**config.mk**
```make
export PLATFORM = sky130hd
export DESIGN_NAME = tm1638_frame_sched_flat
export DESIGN_NICKNAME = d
export VERILOG_FILES = /design/src/rtl/tm1638_frame_sched_if.sv /design/src/rtl/tm1638_frame_sched.sv /design/src/flat_wrapper.sv
export SDC_FILE = /design/constraint.sdc
export NUM_CORES = 1
export LEC_CHECK = 0
export CAP_MARGIN = 0
export CORE_UTILIZATION = 40
export DETAILED_ROUTE_END_ITERATION = 6
export HOLD_SLACK_MARGIN = 0.05
export PLACE_DENSITY = 0.77
export RECOVER_POWER = 50
export REMOVE_ABC_BUFFERS = 1
export SYNTH_ARGS = -nofsm -noshare
export SYNTH_HDL_FRONTEND = slang
export SYNTH_SLANG_ARGS = --single-unit
```
**constraint.sdc**
```tcl
create_clock -name clk_50M -period 5.67 [get_ports clk_50M]
set_input_delay 1.134 -clock clk_50M [delete_from_list [all_inputs] [get_ports clk_50M]]
set_output_delay 1.134 -clock clk_50M [all_outputs]
set_load 0.03 [all_outputs]
```
**src/rtl/tm1638_frame_sched_if.sv**
```systemverilog
// Bundles the pattern-source, button and TM1638 driver handshake signals of the frame scheduler.
interface tm1638_frame_sched_if #(
   parameter int NSRC = 4
);
   logic                btn;
   logic [8*NSRC-1:0]   src_led;
   logic [NSRC-1:0]     src_valid;
   logic                frame_ack;
   logic [7:0]          led_out;
   logic [1:0]          sel;
   logic                frame_req;
   logic                busy;

   modport master (
      input  btn, src_led, src_valid, frame_ack,
      output led_out, sel, frame_req, busy
   );

   modport slave (
      output btn, src_led, src_valid, frame_ack,
      input  led_out, sel, frame_req, busy
   );
endinterface

```
**src/rtl/tm1638_frame_sched.sv**
```systemverilog
// Selects one of NSRC LED patterns by debounced button and hands it to the TM1638 driver via req/ack.
// Define TM1638_FRAME_SCHED_AUTO_ROTATE_EN for long-press auto-rotation on a dwell timer.
module tm1638_frame_sched #(
   parameter int NSRC         = 4,
   parameter int DEB_CYCLES   = 1_000_000,
   parameter int DWELL_CYCLES = 100_000_000
) (
   input  logic                    clk_50M,
   input  logic                    rs,
   tm1638_frame_sched_if.master    bus
);
   localparam int DW = $clog2(DEB_CYCLES + 1);

   typedef enum logic [1:0] {IDLE, LOAD, REQ, WAIT_ACK} state_t;

   logic          btn_s1, btn_s2, deb_lvl, acc;
   logic [DW-1:0] deb_cnt;
   logic          step;
   state_t        state;
   logic          sel_pend;
   logic [3:0]    vld4;
   logic [31:0]   led4;
   logic [1:0]    nxt, cand;
   logic          found;
   logic [7:0]    target;

   // acc pulses for one cycle after deb_lvl takes a new value
   always_ff @(posedge clk_50M or posedge rs) begin
      if (rs) begin
         btn_s1  <= 1'b0;
         btn_s2  <= 1'b0;
         deb_lvl <= 1'b0;
         deb_cnt <= '0;
         acc     <= 1'b0;
      end else begin
         btn_s1 <= bus.btn;
         btn_s2 <= btn_s1;
         acc    <= 1'b0;
         if (btn_s2 == deb_lvl) begin
            deb_cnt <= '0;
         end else if (deb_cnt == DW'(DEB_CYCLES - 1)) begin
            deb_lvl <= btn_s2;
            deb_cnt <= '0;
            acc     <= 1'b1;
         end else begin
            deb_cnt <= deb_cnt + 1'b1;
         end
      end
   end

`ifdef TM1638_FRAME_SCHED_AUTO_ROTATE_EN
   localparam int LONG = 8 * DEB_CYCLES;
   localparam int HW   = $clog2(LONG + 1);
   localparam int WW   = $clog2(DWELL_CYCLES + 1);

   logic [HW-1:0] hold_cnt;
   logic [WW-1:0] dwell_cnt;
   logic          auto_on, fall, short_press, tick;

   // Short presses act on release so a long hold never steps the selection.
   assign fall        = acc && !deb_lvl;
   assign short_press = fall && (hold_cnt != HW'(LONG));
   assign tick        = auto_on && (dwell_cnt == WW'(DWELL_CYCLES - 1));
   assign step        = short_press || tick;

   always_ff @(posedge clk_50M or posedge rs) begin
      if (rs) begin
         hold_cnt  <= '0;
         dwell_cnt <= '0;
         auto_on   <= 1'b0;
      end else begin
         if (!deb_lvl)
            hold_cnt <= '0;
         else if (hold_cnt != HW'(LONG))
            hold_cnt <= hold_cnt + 1'b1;
         if (deb_lvl && hold_cnt == HW'(LONG - 1))
            auto_on <= !auto_on;
         if (!auto_on || short_press || tick)
            dwell_cnt <= '0;
         else
            dwell_cnt <= dwell_cnt + 1'b1;
      end
   end
`else
   assign step = acc && deb_lvl;
`endif

   assign vld4 = 4'(bus.src_valid);
   assign led4 = 32'(bus.src_led);

   // Nearest valid source after sel, wrapping modulo NSRC.
   always_comb begin
      nxt   = bus.sel;
      cand  = '0;
      found = 1'b0;
      for (int i = NSRC - 1; i >= 1; i--) begin
         cand = 2'((int'(bus.sel) + i) % NSRC);
         if (vld4[cand]) begin
            nxt   = cand;
            found = 1'b1;
         end
      end
      target = vld4[bus.sel] ? led4[{bus.sel, 3'b000} +: 8] : 8'h00;
   end

   // sel_pend remembers a selection change made while a frame was in flight.
   always_ff @(posedge clk_50M or posedge rs) begin
      if (rs) begin
         state         <= IDLE;
         bus.led_out   <= 8'h00;
         bus.sel       <= 2'd0;
         bus.frame_req <= 1'b0;
         bus.busy      <= 1'b0;
         sel_pend      <= 1'b0;
      end else begin
         case (state)
            IDLE: if (target != bus.led_out || sel_pend) begin
               state    <= LOAD;
               bus.busy <= 1'b1;
               sel_pend <= 1'b0;
            end
            LOAD: begin
               bus.led_out <= target;
               state       <= REQ;
            end
            REQ: begin
               bus.frame_req <= 1'b1;
               state         <= WAIT_ACK;
            end
            WAIT_ACK: if (bus.frame_ack) begin
               bus.frame_req <= 1'b0;
               bus.busy      <= 1'b0;
               state         <= IDLE;
            end
            default: state <= IDLE;
         endcase
         if ((step || !vld4[bus.sel]) && found) begin
            bus.sel  <= nxt;
            sel_pend <= 1'b1;
         end
      end
   end
endmodule

```
**src/flat_wrapper.sv**
```systemverilog
// flat-port wrapper written by rule: the top's interface ports become plain ports
module tm1638_frame_sched_flat 
#(
   parameter int NSRC         = 4,
   parameter int DEB_CYCLES   = 1_000_000,
   parameter int DWELL_CYCLES = 100_000_000
)
  (clk_50M, rs, bus_btn, bus_src_led, bus_src_valid, bus_frame_ack, bus_led_out, bus_sel, bus_frame_req, bus_busy);
  tm1638_frame_sched_if #(.NSRC(NSRC)) bus_i ();
  input  logic clk_50M;
  input  logic rs;
  input wire logic [$bits(bus_i.btn)-1:0] bus_btn;
  input wire logic [$bits(bus_i.src_led)-1:0] bus_src_led;
  input wire logic [$bits(bus_i.src_valid)-1:0] bus_src_valid;
  input wire logic [$bits(bus_i.frame_ack)-1:0] bus_frame_ack;
  output wire logic [$bits(bus_i.led_out)-1:0] bus_led_out;
  output wire logic [$bits(bus_i.sel)-1:0] bus_sel;
  output wire logic [$bits(bus_i.frame_req)-1:0] bus_frame_req;
  output wire logic [$bits(bus_i.busy)-1:0] bus_busy;
  assign bus_i.btn = bus_btn;
  assign bus_i.src_led = bus_src_led;
  assign bus_i.src_valid = bus_src_valid;
  assign bus_i.frame_ack = bus_frame_ack;
  assign bus_led_out = bus_i.led_out;
  assign bus_sel = bus_i.sel;
  assign bus_frame_req = bus_i.frame_req;
  assign bus_busy = bus_i.busy;
  tm1638_frame_sched #(.NSRC(NSRC), .DEB_CYCLES(DEB_CYCLES), .DWELL_CYCLES(DWELL_CYCLES)) u_core (.clk_50M(clk_50M), .rs(rs), .bus(bus_i));
endmodule
```
# Word-level counts from Yosys, hierarchy flattened
# Cells that the tools add are included.
[totals]
output_inout_bits = 12
ff_bits = 39
n_memories = 0
ram_bits = 0
latch_bits = 0
rom_bits = 0
[op_classes]
bitwise_logic = 1
n_lt_le_gt_ge = 4
div = 0
mul = 0
muxes = 29
add_sub_neg = 4
eq_ne = 8
n_shift = 1
reduce_logical = 17
[op_table]
columns = ["cell", "n"]
rows = [
  ["$mux W20", 2],
  ["$shiftx A32 B6 Y8", 1],
  ["$add A20 B1 Y20 const B", 1],
  ["$eq A20 B20 Y1 const B", 1],
  ["$mux W1", 14],
  ["$lt A2 B3 Y1 const B", 4],
  ["$mux W2", 5],
  ["$reduce_and A2 Y1", 5],
  ["$bmux W1 S2", 4],
  ["$mux W8", 1],
  ["$ne A8 B8 Y1", 1],
  ["$pmux W2 S4", 1],
  ["$reduce_bool A2 Y1", 4],
  ["$add A2 B2 Y2 const B", 2],
  ["$eq A2 B2 Y1 const B", 2],
  ["$pmux W1 S2", 2],
  ["$reduce_and A3 Y1", 1],
  ["$reduce_bool A3 Y1", 1],
  ["$add A2 B1 Y2 const B", 1],
  ["$eq A2 B1 Y1 const B", 1],
  ["$logic_and A1 B1 Y1", 2],
  ["$logic_not A2 Y1", 1],
  ["$logic_or A1 B1 Y1", 2],
  ["$ne A2 B1 Y1 const B", 1],
  ["other kinds (4)", 4],
]

# Longest topological paths before layout
[logic_depth]
word_depth = 9
depth_mapped = 9
depth_no_buf = 7

# Worst setup path after synthesis
# Ideal clock, no wire load.
[synth_timing]
path_kind = "input-to-reg"
start = "input bus_src_valid[3]"
end = "register u_core.state[1]"
stages = 6
path_buffers = 0
arrival_ns = 2.785
setup_slack_ns = 2.757
cell_sequence = "mux4_2 -> and2_4 -> and3_1 -> o2111a_2 -> a32oi_2 -> mux2_1"
[synth_between]
elab_chain_len = 7
[synth_lines]
columns = ["element", "line_no", "text"]
rows = [
  ["start: declaration", "flat_wrapper.sv:14", "input wire logic [$bits(bus_i.src_valid)-1:0] bus_src_valid;"],
  ["$bmux W1 S2", "tm1638_frame_sched.sv:103", "target = vld4[bus.sel] ? led4[{bus.sel, 3'b000} +: 8] : 8'h00;"],
  ["$mux W1 (implied by the code)", "tm1638_frame_sched.sv:103", ""],
  ["$mux W8", "tm1638_frame_sched.sv:103", ""],
  ["$ne A8 B8 Y1", "tm1638_frame_sched.sv:117", "IDLE: if (target != bus.led_out || sel_pend) begin"],
  ["$logic_or A1 B1 Y1", "tm1638_frame_sched.sv:117", ""],
  ["$ne A2 B1 Y1 (no source line)", "--", ""],
  ["$reduce_and A2 Y1 (no source line)", "--", ""],
  ["end signal: assignment", "tm1638_frame_sched.sv:118", "state <= LOAD;"],
  ["end signal: assignment", "tm1638_frame_sched.sv:124", "state <= REQ;"],
  ["end signal: assignment", "tm1638_frame_sched.sv:128", "state <= WAIT_ACK;"],
  ["end: declaration", "tm1638_frame_sched.sv:19", "state_t state;"],
]
# No other way between the ends. The select of a mux whose other input is x is not followed.
# A chain may end at the register's enable or synchronous reset.

# Final worst setup path
# Same ends and word-level chain as after synthesis.

==> results by stage <==
Routing:
- The final route contains 1908 vias.
- The number of remaining DRC errors is 0.
- The final layout contains routed wiring with a total length of 4859 um.
- The count of nets left with antenna violations once routing finished came out at 0.
- The count of TritonRoute iterations in the first routing pass is 4.
- After detailed routing, the average wire length per cell comes to ~14 um.
- The number of violations reported at the end of detailed-routing iteration 0 is slightly below 90.
- Using the TritonRoute via totals, the vias-per-cell ratio works out to 5.375.

Placement:
- The count of buffers added on input and output ports is between 50 and 60.
- The post-DP HPWL is 3578 um.
- At the end of routability-driven placement, the weighted congestion stood at 0.7885.

Timing:
- The worst-case headroom to the max-slew limit is -34.37%.
- Setup violations remaining at the end of the flow were counted as 0.
- At the pin with the least slew margin, the transition time is 2.016 ns.
- Setup repair after global routing left no endpoint under its margin.
- For the final routed database, the setup TNS stands at 0 ns.
- The worst clock skew on the final layout is 0.01181 ns.
- The timing-limited maximum frequency is around 0.29 GHz.
- The period utilization is about 60%.
- The post-route worst hold slack is 0.3533 ns.
- The post-layout minimum cycle time is ~3.4 ns.
- The number of slew-limit violations in the final report is 40.
- The number of hold violations in the final report is 0.

Critical path:
- The worst register-to-register path ends at u_core.state[1]$_DFFE_PP0P_.
- The cell with the biggest individual delay on the critical path is sky130_fd_sc_hd__mux4_2.
- Across all register-to-register paths, the minimum setup slack is 2.92 ns.
- Of all nets on the critical path, the largest fanout is 18.
- STA classifies the critical path startpoint as an input port.
- The signal arrival time at the worst endpoint is 3.60 ns.
- The stage delay of the slowest cell on the critical path is ~0.69 ns.
- The critical path is of the in2reg type.
- The buffering stage count on the worst path with inverters included is 1.
- Walking the worst path, the cells encountered are clkdlybuf4s50_1 > mux4_2 > and2_4 > and3_1 > o2111a_2 > a32oi_2 > mux2_1.
- STA puts the critical path data required time at approximately 5.9 ns.
- The sort of element at the end of the critical path is a flip-flop.
- The category of cells accounting for the largest share of critical-path delay is multiplexers.
- The startpoint identified for the worst register-to-register timing path is u_core.bus.sel[1]$_DFFE_PP0P_.
- Counting cells, the worst reg-to-reg path comes to 6.

Synth:
- In this run the cell area of the synthesized design comes to approximately 2300 um^2.
- The xor-xnor portion of the synthesized cell area is 8.209%.
- The number of register bits inferred by synthesis is 39.
- The synthesized-area fraction occupied by and/or/nand/nor cells is 18.39%.
- Sequential elements use approximately 42% of the synthesized area.
- The share of the synthesized area in the top cell type is between 40 and 50%.
- The library cell with the largest summed area after synthesis is sky130_fd_sc_hd__dfrtp_1.
- The most used flip-flop cell after synthesis is sky130_fd_sc_hd__dfrtp_1.
- After synthesis, the largest family of logic cells by area is simple AND/OR/NAND/NOR gates.
- During synthesis, Yosys emitted a total of 0 warnings.
- The distinct cell type count after synthesis is 45.
- The count of flip-flops with a built-in enable after synthesis is 0.
- The complex-gate fraction of the synthesized area is 10.23%.
- The multiplexer share of the synthesized area is 13.65%.
- After synthesis, the cell types taking the most area are sky130_fd_sc_hd__dfrtp_1 42%, sky130_fd_sc_hd__mux4_2 8.6%, sky130_fd_sc_hd__xor2_1 6.0%.
- After Yosys synthesis, full adders, half adders and majority gates account for 3.198% of the synthesized area.
- The share of flip-flops with an asynchronous set or reset after synthesis is 100.0%.
- The cell count after synthesis came out at 233.
- The average footprint of a synthesized cell is approximately 10 um^2.

Floorplanning:
- In this run the count of I/O pins placed on the die edge is between 50 and 60.
- The effective utilization at floorplan is between 40% and 50%.
- The floorplan step defined a die boundary enclosing a little over 6000 um^2.
- In this run the vertical extent of the chip is about 79 um.
- From left edge to right edge, the die measures about 80 um.
- In this run the standard cell core region covers 5574 um^2.
- The number of core rows is 27.

Worst hold path:
- Along the worst hold path, the cell count comes to 0.
- The tightest min-delay check is of the reg2reg type.
- For hold timing, the worst endpoint is u_core.btn_s2$_DFF_PP0_.
- The origin of the worst min-delay path is u_core.btn_s1$_DFF_PP0_.

Final layout:
- The proportion of layout cells with a drive suffix above 1 is roughly 8.5%.
- The number of antenna repair diodes is 0.
- The area growth from synthesis to layout is 28.36%.
- The filler cells instantiated in the layout total around 490.
- The net count of the finished layout is about 330.

Clock tree:
- TritonCTS built the clock tree.
- Post-CTS timing repair inserted 0 buffers for setup.
- After clock tree synthesis, the clock-pin slew on the worst setup and hold paths is ~0.080 ns.
- The total CTS buffers is 5.
- The later-pin clock latency in the skew report is ~0.3 ns.
- The clock net in this run drives a total of 39 sinks.
- The maximum buffer depth of the clock tree is 2.
- Hold repair after CTS inserted 0 buffers.
- Gates resized during post-CTS repair numbered 0.
- The buffer cell driving the clock tree root is sky130_fd_sc_hd__clkbuf_8.
- The H-tree depth is 2.

Global route:
- The number of global-route vias before repair is between 1.5k and 2k.
- The number of antenna violations at the first check in global routing is 0.
- The overflow left after global routing is 0.
- The total routing usage reported by global routing is between 10% and 20%.
- The first-pass GRT wire length is ~8200 um.
- The maximum number of pins on one net before global-route repair is 40.

Power:
- In this run the static leakage power is between 1 and 1.5 nW.
- Power comes to around 1.2 mW.
- Across the VDD grid, the largest voltage drop is 0.0002192 V.
- In this run the power density over the cells is a little over 400 nW/um^2.

Flow run:
- Across the run, the number of max-cap violations was 1.

Run status:
- The final reports fail on max-capacitance violations, max-slew violations.
- The flow ran to the end, but the final reports show violations.
## metrics by stage
stage | instances | utilization [%] | cell area, um^2 | worst slack, ns
2_1_floorplan | 222 | - | 2288 | 2.555
3_3_place_gp | 347 | 52.10 | 2904 | 2.037
3_5_place_dp | 347 | 52.10 | 2904 | 1.954
4_1_cts | 355 | 54.12 | 3017 | 2.277
5_1_grt | 355 | 54.05 | 3013 | 1.991
6_report | 355 | 54.05 | 3013 | 2.261
## sequential cells by signal, summed over array words and instances (netlist names)
| register | flops |
|---|---|
| u_core.deb_cnt | 20 |
| u_core.bus.led_out | 8 |
| u_core.bus.sel | 2 |
| u_core.state | 2 |
| u_core.acc | 1 |
| u_core.btn_s1 | 1 |
| u_core.btn_s2 | 1 |
| u_core.bus.busy | 1 |
| u_core.bus.frame_req | 1 |
| u_core.deb_lvl | 1 |
| u_core.sel_pend | 1 |
## worst max path at each step
| stage | start | cells past startpoint | endpoint |
|---|---|---|---|
| CTS | bus_src_valid[3] | 7 | u_core.state[1]$_DFFE_PP0P_ |
| global route | rs | 3 | u_core.btn_s1$_DFF_PP0_ |
| finish | bus_src_valid[3] | 7 | u_core.state[1]$_DFFE_PP0P_ |
| detailed placement | bus_src_valid[3] | 7 | u_core.state[1]$_DFFE_PP0P_ |
| global placement | bus_src_valid[3] | 7 | u_core.state[1]$_DFFE_PP0P_ |
| floorplan | u_core.bus.sel[0]$_DFFE_PP0P_ | 6 | u_core.state[1]$_DFFE_PP0P_ |
## synthesized netlist by cell type, types with 3 or more instances
cell and n:
sky130_fd_sc_hd__mux2_2 3, sky130_fd_sc_hd__nand4_1 4, sky130_fd_sc_hd__and3_1 8, sky130_fd_sc_hd__ha_1 6, sky130_fd_sc_hd__mux2_1 3, sky130_fd_sc_hd__a21oi_1 7, sky130_fd_sc_hd__o21ai_0 9, sky130_fd_sc_hd__clkbuf_1 6
sky130_fd_sc_hd__nor2_1 26, sky130_fd_sc_hd__dfrtp_1 39, sky130_fd_sc_hd__inv_1 14, sky130_fd_sc_hd__mux4_2 9, sky130_fd_sc_hd__o21ai_1 3, sky130_fd_sc_hd__nand3_1 17, sky130_fd_sc_hd__xnor2_1 6, sky130_fd_sc_hd__nor3_1 4
sky130_fd_sc_hd__nand2_1 12, sky130_fd_sc_hd__mux2i_1 5, sky130_fd_sc_hd__nor2b_1 3, sky130_fd_sc_hd__xor2_1 16, sky130_fd_sc_hd__nor4_1 3
## metal layers
layer	global-route usage, %	wire length [um]	up-vias
li1	-	-	932
met1	20.92	2133	913
met2	28.35	2306	57
met3	4.186	364	6
met4	5.741	54	0
met5	0	0	-
## area by class of cell
class                   instances  area [um^2]  share of cell area (%)
repair buffers                 53        521.8                   17.32
flip-flops and latches         39        975.9                   32.39
clock inverters                 3        43.79                   1.453
inverters                      14        52.55                   1.744
multi-input cells             169         1260                   41.82
well taps                      72        90.09                   2.990
clock buffers                   5        68.82                   2.284
## cell usage in the layout, fill, tap and decap left out, types with 2 or more instances in the layout
master,instances
sky130_fd_sc_hd__clkdlybuf4s50_1,48
sky130_fd_sc_hd__dfrtp_1,39
sky130_fd_sc_hd__nor2_1,26
sky130_fd_sc_hd__nand3_1,17
sky130_fd_sc_hd__xor2_1,16
sky130_fd_sc_hd__inv_1,14
sky130_fd_sc_hd__nand2_1,12
sky130_fd_sc_hd__mux4_2,9
sky130_fd_sc_hd__o21ai_0,9
sky130_fd_sc_hd__and3_1,8
sky130_fd_sc_hd__a21oi_1,7
sky130_fd_sc_hd__xnor2_1,6
sky130_fd_sc_hd__ha_1,6
sky130_fd_sc_hd__mux2i_1,5
sky130_fd_sc_hd__clkbuf_8,5
sky130_fd_sc_hd__nor3_1,4
sky130_fd_sc_hd__nand4_1,4
sky130_fd_sc_hd__mux2_2,3
sky130_fd_sc_hd__o21ai_1,3
sky130_fd_sc_hd__nor4_1,3
sky130_fd_sc_hd__nor2b_1,3
sky130_fd_sc_hd__mux2_1,3
sky130_fd_sc_hd__dlygate4sd3_1,3
sky130_fd_sc_hd__nand4b_1,2
sky130_fd_sc_hd__a221o_1,2
sky130_fd_sc_hd__and4_1,2
sky130_fd_sc_hd__a31oi_1,2
## cells by family after synthesis
kind of cell | count (synthesis)
adder cells (fa/ha/maj) | 6
multiplexers | 20
buffers and inverters | 25
XOR/XNOR | 22
flip-flops | 39
AO/OA/AOI/OAI | 35
AND/OR/NAND/NOR | 86
## power by group
group          internal [mW]  total [mW]  switching [mW]
Combinational          0.280       0.602           0.321
Clock                  0.131       0.231           0.100
Sequential             0.328       0.384          0.0560
Total                  0.739        1.22           0.478
## worst register-to-register path, delay by kind of cell, from the launching register on
family             cells  cell delay [ns]
muxes                  2             0.92
DFF                    1             0.81
and+or+nand+nor        2             0.37
AOI/OAI and AO/OA      2             0.54
Power figures use the tool's default switching activity.
